**src/rtl/speech_pkg.sv**
```systemverilog
// Shared types and defaults for the I2S receive path.
package speech_pkg;

    typedef enum logic {
        SYNC = 1'b0,
        RUN  = 1'b1
    } i2s_rx_state_t;

    localparam int unsigned I2S_DEFAULT_SAMPLE_WIDTH = 24;
    localparam int unsigned I2S_DEFAULT_SLOT_WIDTH   = 32;

endpackage

```
**src/rtl/i2s_slot_shifter.sv**
```systemverilog
// Per-slot bit counter and MSB-first shift register for the I2S receiver.
// `word` and `frame_ok` are only meaningful on an lrclk-change rise; `word`
// already includes the data bit carried on that rise (I2S 1-bit delay).
module i2s_slot_shifter
    import speech_pkg::*;
#(
    parameter int SAMPLE_WIDTH = I2S_DEFAULT_SAMPLE_WIDTH,
    parameter int SLOT_WIDTH   = I2S_DEFAULT_SLOT_WIDTH,
    parameter int CNT_W        = 6
) (
    input  logic                    clk,
    input  logic                    rst_n,
    input  logic                    active,
    input  logic                    rise,
    input  logic                    chg,
    input  logic                    sdata,
    output logic [SAMPLE_WIDTH-1:0] word,
    output logic                    frame_ok
);

    localparam logic [CNT_W-1:0] CNT_SAMPLE = CNT_W'(SAMPLE_WIDTH);
    localparam logic [CNT_W-1:0] CNT_LAST   = CNT_W'(SLOT_WIDTH - 1);

    logic [CNT_W-1:0]        cnt;
    logic [SAMPLE_WIDTH-1:0] shreg;
    logic [SAMPLE_WIDTH:0]   shreg_ext;
    logic                    shift_en;

    // Next shift value and framing verdict; the chg-rise bit is folded into word.
    always_comb begin
        shreg_ext = {shreg, sdata};
        shift_en  = active && rise && (cnt < CNT_SAMPLE);
        word      = shift_en ? shreg_ext[SAMPLE_WIDTH-1:0] : shreg;
        frame_ok  = (cnt == CNT_LAST);
    end

    // Shift captured bits and count bclk rises within the current slot.
    always_ff @(posedge clk) begin
        if (!rst_n) begin
            cnt   <= '0;
            shreg <= '0;
        end else if (!active) begin
            cnt <= '0;
        end else if (rise) begin
            if (shift_en) begin
                shreg <= shreg_ext[SAMPLE_WIDTH-1:0];
            end
            if (chg) begin
                cnt <= '0;
            end else if (cnt != '1) begin
                cnt <= cnt + 1'b1;
            end
        end
    end

endmodule

```
**src/rtl/i2s_rx_deserializer.sv**
```systemverilog
// I2S receive deserialiser: edge detection, SYNC/RUN framing FSM, left holding
// register and valid/ready frame output with sticky overrun.
// Optional feature macro: I2S_RX_STATS_EN adds frame_count / frame_err_count.
module i2s_rx_deserializer
    import speech_pkg::*;
#(
    parameter int SAMPLE_WIDTH = I2S_DEFAULT_SAMPLE_WIDTH,
    parameter int SLOT_WIDTH   = I2S_DEFAULT_SLOT_WIDTH,
    parameter int CNT_W        = 6
) (
    input  logic                    clk,
    input  logic                    rst_n,
    input  logic                    enable,
    input  logic                    bclk_sync,
    input  logic                    lrclk_sync,
    input  logic                    sdata_sync,
    output logic [SAMPLE_WIDTH-1:0] out_left,
    output logic [SAMPLE_WIDTH-1:0] out_right,
    output logic                    out_valid,
    input  logic                    out_ready,
    output logic                    overrun,
    input  logic                    overrun_clr
`ifdef I2S_RX_STATS_EN
    ,
    output logic [31:0]             frame_count,
    output logic [15:0]             frame_err_count
`endif
);

    i2s_rx_state_t           state;
    logic                    bclk_q;
    logic                    lr_q;
    logic                    rise;
    logic                    chg;
    logic                    active;
    logic [SAMPLE_WIDTH-1:0] word;
    logic                    frame_ok;
    logic [SAMPLE_WIDTH-1:0] left_hold;
    logic                    left_ok;
    logic                    run_chg;
    logic                    left_commit;
    logic                    right_commit;
    logic                    frame_err;
    logic                    new_frame;
    logic                    load_frame;
    logic                    overrun_set;

    i2s_slot_shifter #(
        .SAMPLE_WIDTH (SAMPLE_WIDTH),
        .SLOT_WIDTH   (SLOT_WIDTH),
        .CNT_W        (CNT_W)
    ) u_shifter (
        .clk      (clk),
        .rst_n    (rst_n),
        .active   (active),
        .rise     (rise),
        .chg      (chg),
        .sdata    (sdata_sync),
        .word     (word),
        .frame_ok (frame_ok)
    );

    // Edge detection and slot-boundary decode.
    always_comb begin
        rise         = bclk_sync && !bclk_q;
        chg          = rise && (lrclk_sync != lr_q);
        active       = (state == RUN) && enable;
        run_chg      = active && chg;
        left_commit  = run_chg && frame_ok && !lr_q;
        right_commit = run_chg && frame_ok && lr_q;
        frame_err    = run_chg && !frame_ok;
        new_frame    = right_commit && left_ok;
        load_frame   = new_frame && (!out_valid || out_ready);
        overrun_set  = new_frame && out_valid && !out_ready;
    end

    // Previous bclk level and the lrclk level seen at the last bclk rise.
    always_ff @(posedge clk) begin
        if (!rst_n) begin
            bclk_q <= 1'b0;
            lr_q   <= 1'b0;
        end else begin
            bclk_q <= bclk_sync;
            if (rise) begin
                lr_q <= lrclk_sync;
            end
        end
    end

    // Framing FSM: lock on the first lrclk edge, drop back on disable.
    always_ff @(posedge clk) begin
        if (!rst_n) begin
            state <= SYNC;
        end else begin
            case (state)
                SYNC:    if (enable && chg) state <= RUN;
                RUN:     if (!enable)       state <= SYNC;
                default:                    state <= SYNC;
            endcase
        end
    end

    // Left holding register; a framing error or disable breaks the pair.
    always_ff @(posedge clk) begin
        if (!rst_n) begin
            left_hold <= '0;
            left_ok   <= 1'b0;
        end else if (!active || frame_err) begin
            left_ok <= 1'b0;
        end else if (left_commit) begin
            left_hold <= word;
            left_ok   <= 1'b1;
        end else if (new_frame) begin
            left_ok <= 1'b0;
        end
    end

    // Output handshake: a new frame replaces an accepted one, else it is dropped.
    always_ff @(posedge clk) begin
        if (!rst_n) begin
            out_left  <= '0;
            out_right <= '0;
            out_valid <= 1'b0;
            overrun   <= 1'b0;
        end else begin
            if (load_frame) begin
                out_left  <= left_hold;
                out_right <= word;
                out_valid <= 1'b1;
            end else if (out_valid && out_ready) begin
                out_valid <= 1'b0;
            end
            if (overrun_set) begin
                overrun <= 1'b1;
            end else if (overrun_clr) begin
                overrun <= 1'b0;
            end
        end
    end

`ifdef I2S_RX_STATS_EN
    // Emitted-frame counter (wraps) and framing-error counter (saturates).
    always_ff @(posedge clk) begin
        if (!rst_n) begin
            frame_count     <= '0;
            frame_err_count <= '0;
        end else begin
            if (load_frame) begin
                frame_count <= frame_count + 1'b1;
            end
            if (frame_err && (frame_err_count != '1)) begin
                frame_err_count <= frame_err_count + 1'b1;
            end
        end
    end
`endif

endmodule

```
**config.mk**
```make
export PLATFORM = sky130hd
export DESIGN_NAME = i2s_rx_deserializer
export DESIGN_NICKNAME = d
export VERILOG_FILES = /design/src/rtl/speech_pkg.sv /design/src/rtl/i2s_slot_shifter.sv /design/src/rtl/i2s_rx_deserializer.sv
export SDC_FILE = /design/constraint.sdc
export NUM_CORES = 1
export LEC_CHECK = 0
export CORE_MARGIN = 2
export CORE_UTILIZATION = 50
export CTS_CLUSTER_SIZE = 8
export DETAILED_ROUTE_END_ITERATION = 10
export DONT_BUFFER_PORTS = 1
export HOLD_SLACK_MARGIN = 0.05
export PLACE_DENSITY = 0.62
export SLEW_MARGIN = 10
export SYNTH_ARGS = -nofsm -noshare
export SYNTH_HDL_FRONTEND = slang
export SYNTH_SLANG_ARGS = --single-unit
```
**constraint.sdc**
```tcl
create_clock -name clk -period 2.4 [get_ports clk]
set_input_delay 0.36 -clock clk [delete_from_list [all_inputs] [get_ports clk]]
set_output_delay 0.36 -clock clk [all_outputs]
set_load 0.01 [all_outputs]
```
**Word level (Yosys, flattened, before mapping)**

Index checks and enable logic that the tools add are counted.

- Register bits after elaboration: 108
- Latch bits: 0
- Memory bits (writable): 0
- ROM bits: 0
- Bits of input ports: 8
- Output and inout port bits: 50
- Logic and storage cells: 64
- Memories kept: 0

- Add/sub/neg operators: 1
- Multiply operators: 0
- Div/mod/pow operators: 0
- Order comparisons: 1
- Equal/unequal tests: 3
- Shifts and indexed selects: 0
- Multiplexer cells: 12
- Bitwise gates (word level): 3
- Reductions and logical operators: 33

Operators by type and width:

| operator | number |
|---|---|
| 2-to-1 mux 24 bit | 1 |
| logical AND 1 bit | 16 |
| 2-to-1 mux 6 bit | 2 |
| 2-to-1 mux 1 bit | 8 |
| AND reduction 2 bit | 4 |
| nonzero test 2 bit | 4 |
| adder 6 x 1 -> 6 bit, second input constant | 1 |
| == test 6 x 5 -> 1 bit, second input constant | 1 |
| zero test 1 bit | 6 |
| less-than comparator 6 x 5 -> 1 bit, second input constant | 1 |
| != test 6 bit, second input constant | 1 |
| inverter 1 bit | 3 |
| logical OR 1 bit | 2 |
| one-hot mux 1 bit (2 select lines) | 1 |
| OR reduction 2 bit | 1 |
| != test 1 bit | 1 |

**Longest topological paths before layout**

- Depth in word-level cells: 10
- Mapped depth: 8
- Depth with buffers taken out: 5

**Hierarchy**

Synthesis repeated with hierarchy kept, for this count alone.

- Cells, all modules: 464
- Area total of the unflattened synthesis: 4302.9 um^2

By module, submodules not included:

| module | times used | cells each | area each (um^2) | seq. area each (um^2) |
|---|---|---|---|---|
| i2s_rx_deserializer | 1 | 291 | 2936.6 | 1561.5 |
| i2s_slot_shifter | 1 | 173 | 1366.3 | 600.6 |

**Worst setup path before layout**

Ideal clock, no wire load.

- Path kind: register to register
- From: reg u_shifter.cnt[0]
- To: reg left_hold[14]
- Library setup time: 127 ps
- Arrival: 1537 ps
- Data required time: 2273 ps
- Setup slack: 736 ps
- Stages on the path, launching flop included: 7
- Path buffers: 2
- Period minus slack after synthesis: 1664 ps
- Cell sequence: dfxtp_1 > ha_1 > nand4_1 > nor4_2 > buf_2 > buf_2 > a21oi_1

- Word-level cells in the longest chain between the ends: 6
- Elaborated cells on any way between the ends: 11
- Classes of those cells: 1 x order compare; 1 x eq/ne; 1 x mux; 1 x bitwise; 7 x reduce/logical

Ends and longest elaborated chain:

| element | RTL line | text |
|---|---|---|
| start: declaration | i2s_slot_shifter.sv:24 | `logic [CNT_W-1:0] cnt;` |
| start signal: assignment | i2s_slot_shifter.sv:51 | `cnt <= cnt + 1'b1;` |
| parallel branches: the longest is 6 deep, another holds less-than comparator 6 x 5 -> 1 bit | -- |  |
| end signal: assignment | i2s_rx_deserializer.sv:111 | `left_hold <= word;` |
| end: declaration | i2s_rx_deserializer.sv:38 | `logic [SAMPLE_WIDTH-1:0] left_hold;` |

Several ways; the timed one is not identified.
A chain may end at the register's enable or synchronous reset.

**Worst setup path in the final report**

- From: reg u_shifter.cnt[0]
- To: reg out_right[5]

- Word-level cells in the longest chain between the ends: 5
- Elaborated cells on any way between the ends: 8
- Classes of those cells: 1 x order compare; 1 x eq/ne; 1 x mux; 5 x reduce/logical

Ends and longest elaborated chain:

| element | RTL line | text |
|---|---|---|
| parallel branches: the longest is 5 deep, another holds less-than comparator 6 x 5 -> 1 bit | -- |  |
| end signal: assignment | i2s_rx_deserializer.sv:128 | `out_right <= word;` |
| end: declaration | i2s_rx_deserializer.sv:18 | `output logic [SAMPLE_WIDTH-1:0] out_right,` |

Several ways; the timed one is not identified.

==> results.sh <==
export IMPL_dieArea_um2=8770
export IMPL_design_area_um2=4250
export IMPL_antenna_found_initial=0
export IMPL_p_switching_w=0.000652
export IMPL_die_y_um=93.6
export IMPL_synth_edf_count=0
export IMPL_path_delay_family="simple AND/OR/NAND/NOR gates"
export IMPL_worstSetupStartpointType="register"
export IMPL_cp_end_kind="register"
export IMPL_place_hpwl_um=5440
export IMPL_p_sw_share_pct=21.7
export IMPL_portBuffers=0
export IMPL_cts_num_sinks=108
export IMPL_internal_power_w=0.00235
export IMPL_viasPerCell=5.67
export IMPL_worstSkewPairLatency_ns=0.37
export IMPL_drc=0
export IMPL_slew_violations=0
export IMPL_rsz0062_at_grt="no"
export IMPL_drt_initial_drc_count=124
export IMPL_grt_pass1_wl_um=13800
export IMPL_min_period_over_period_pct=82.6
export IMPL_crit_slowest_cell="dfxtp_1"
export IMPL_synthCells=422
export IMPL_cts_resized=0
export IMPL_dp_cells=497
export IMPL_rows=32
export IMPL_htreeDepth=3
export IMPL_yosys_warnings=0
export IMPL_placedInstanceArea_um2=4040
export IMPL_vias=2907
export IMPL_cts_buffers=9
export IMPL_crit_chain="ha_1 > and4_1 > and4_1 > buf_4 > a21oi_1 > a211oi_1"
export IMPL_multiInputGateArea_um2=1650
export IMPL_slew_headroom_pct=48.3
export IMPL_grt_usage_pct=19.9
export IMPL_status="complete, no violations"
export IMPL_total_leakage_power_nw=1.61
export IMPL_worst_ep_required_time_ns=2.68
export IMPL_wl_per_cell_um=16.5
export IMPL_timing_fmax_mhz=504
export IMPL_final_cell_mix="108 x dfxtp_1, 77 x a21oi_1, 51 x o21ai_0"
export IMPL_drive_gt1_share_pct=8.03
export IMPL_fin_nets=415
export IMPL_final_cells=513
export IMPL_maxCapViolations=0
export IMPL_syn_to_final_growth_pct=5.76
export IMPL_clock_path_buffers=2
export IMPL_finalWirelength_um=8440
export IMPL_p_seq_share_pct=59.7
export IMPL_synth_nets=431
export IMPL_overflow=0
export IMPL_synth_sequential_area_ratio_pct=53.8
export IMPL_p_total_w=0.00301
export IMPL_cts_setup_buffers=0
export IMPL_ff2ff_setup_slack_ns=0.42
export IMPL_grt_max_degree=49
export IMPL_pwr_share_comb_pct=1.7
export IMPL_power_frac_clock_pct=38.6
export IMPL_cpMostUsedCell="and4_1"
export IMPL_netlist_area_um2=4020
export IMPL_place_congestion=0.848
export IMPL_min_period_ns=1.98
export IMPL_io_pins=58
export IMPL_ys_seq_elements=108
export IMPL_timing_final_ws_setup_ns=0.417
export IMPL_power_density_nw_per_um2=708
export IMPL_path_buf_inv=1
export IMPL_fillers=744
export IMPL_report_final_setup_viol=0
export IMPL_cts_clk_slew_worst_paths_ns=0.10
export IMPL_yosysUniqueCellTypes=41
export IMPL_clockRootBuffer="clkbuf_8"
export IMPL_ant_nets=0
export IMPL_met3WireLength_um=464
export IMPL_ir_drop_mv=0.295
export IMPL_whs_path_depth=1
export IMPL_r2r_start="u_shifter.cnt[0]"
export IMPL_met2_length_um=3590
export IMPL_final_common_cell="dfxtp_1"
export IMPL_tightestPinTransition_ns=0.775
export IMPL_worstHoldPathType="in -> reg"
export IMPL_critPathKind="reg -> reg"
export IMPL_worstHoldEndpoint="bclk_q"
export IMPL_drt_first_pass_iters=4
export IMPL_seq_area_um2=2160
export IMPL_start_util_pct=51.7
export IMPL_fin_tns_setup_ns=0
export IMPL_worstPathArrival_ns=2.27
export IMPL_synth_avg_cell_area_um2=9.52
export IMPL_dp_slack_ns=0.410
export IMPL_cts_tree="done"
export IMPL_die_w_um=93.6
export IMPL_reg2reg_depth=6
export IMPL_fin_skew_ns=0.0129
export IMPL_core_um2=7770
export IMPL_antenna_cells=0
export IMPL_hp_start="bclk_sync"
export IMPL_hold_viol=0
export IMPL_critPathMaxStageDelay_ns=0.38
export IMPL_critPathMaxFanout=37
export IMPL_synth_flop_cell="dfxtp_1"
export IMPL_routed_top_layer="met4"
export IMPL_grt_pass1_vias=2716
export IMPL_holdBufCountCts=0
export IMPL_async_flop_share_pct=0
export IMPL_reg2reg_to="out_right[5]"
export IMPL_wl_met1_um=4260
[Yosys cell counts (2+ instances only)]
library cell / instances / share of area, %
nand2_1: 6 / 0.56
buf_8: 2 / 0.75
inv_1: 2 / 0.19
mux2i_1: 24 / 6.0
nor2b_1: 3 / 0.47
nor2_1: 29 / 2.7
nand2b_1: 4 / 0.62
dfxtp_1: 108 / 54
and4_1: 3 / 0.65
nand3_1: 25 / 3.1
clkbuf_1: 18 / 1.7
buf_4: 3 / 0.56
o21ai_0: 51 / 6.4
buf_6: 3 / 0.84
nand4_1: 2 / 0.31
nand4b_1: 2 / 0.44
buf_2: 10 / 1.2
a21oi_1: 77 / 9.6
a311oi_1: 2 / 0.44
a211oi_1: 24 / 4.5
xnor2_1: 3 / 0.65
a31oi_1: 2 / 0.31
[cell families after synthesis]
| family | count (synthesis) | share of synthesized area, % |
|---|---|---|
| AOI/OAI and AO/OA | 162 | 22.6 |
| xor gates and xnor gates | 3 | 0.654 |
| adders and majority gates | 1 | 0.311 |
| buffers and inverters | 40 | 5.48 |
| DFF | 108 | 53.8 |
| muxes | 24 | 5.98 |
| and+or+nand+nor | 84 | 11.2 |
[worst max-delay path by stage]
stage                          start  depth (start not counted)             to  slack [ns]
floorplan           u_shifter.cnt[0]                          6  left_hold[14]        0.74
CTS                 u_shifter.cnt[0]                          6   out_right[5]        0.40
global route        u_shifter.cnt[0]                          6  left_hold[21]        0.18
detailed placement  u_shifter.cnt[0]                          6   out_right[5]        0.41
finish              u_shifter.cnt[0]                          6   out_right[5]        0.42
global placement    u_shifter.cnt[0]                          6   out_right[9]        0.52
[through the flow]
stage	utilization (%)	hold slack, ns
floorplan	-	0.445
global placement	52.0	0.458
detailed placement	52.0	0.461
CTS	54.7	0.0966
global route	54.7	0.0989
finish	54.7	0.106
[final cells by class]
| type | count | share of cell area, % |
|---|---|---|
| clock inverters | 4 | 1.30 |
| repair buffers | 11 | 2.24 |
| clock buffers | 12 | 3.65 |
| multi-input cells | 274 | 38.7 |
| well taps | 102 | 3.00 |
| inverters | 2 | 0.177 |
| flip-flops and latches | 108 | 50.9 |
[sequential cells by signal, summed over array words and instances, names as in the netlist]
signal           cells
u_shifter.shreg     24
left_ok              1
out_right           24
out_left            24
state                1
bclk_q               1
u_shifter.cnt        6
overrun              1
out_valid            1
left_hold           24
lr_q                 1
[power groups by stage]
stage | clock [W] | sequential, W | combinational, W
floorplan | 0 | 0.00184 | 0.0000439
global placement | 0 | 0.00184 | 0.0000512
detailed placement | 0 | 0.00184 | 0.0000515
CTS | 0.00119 | 0.00180 | 0.0000517
global route | 0.00126 | 0.00180 | 0.0000566
finish | 0.00116 | 0.00180 | 0.0000513
[per-layer routing]
metal  vias to the layer above  global-route usage (%)
met3                        10                    4.92
met5                         -                       0
met4                         0                    7.97
li1                       1491                       -
met1                      1352                    28.8
met2                        54                    28.4
[worst register-to-register path, stage by stage, from the launching register on]
cell and delay (ns):
dfxtp_1 0.38, ha_1 0.26, and4_1 0.31, and4_1 0.22, buf_4 0.36, a21oi_1 0.15
a211oi_1 0.23
(Power assumes the default switching activity.)
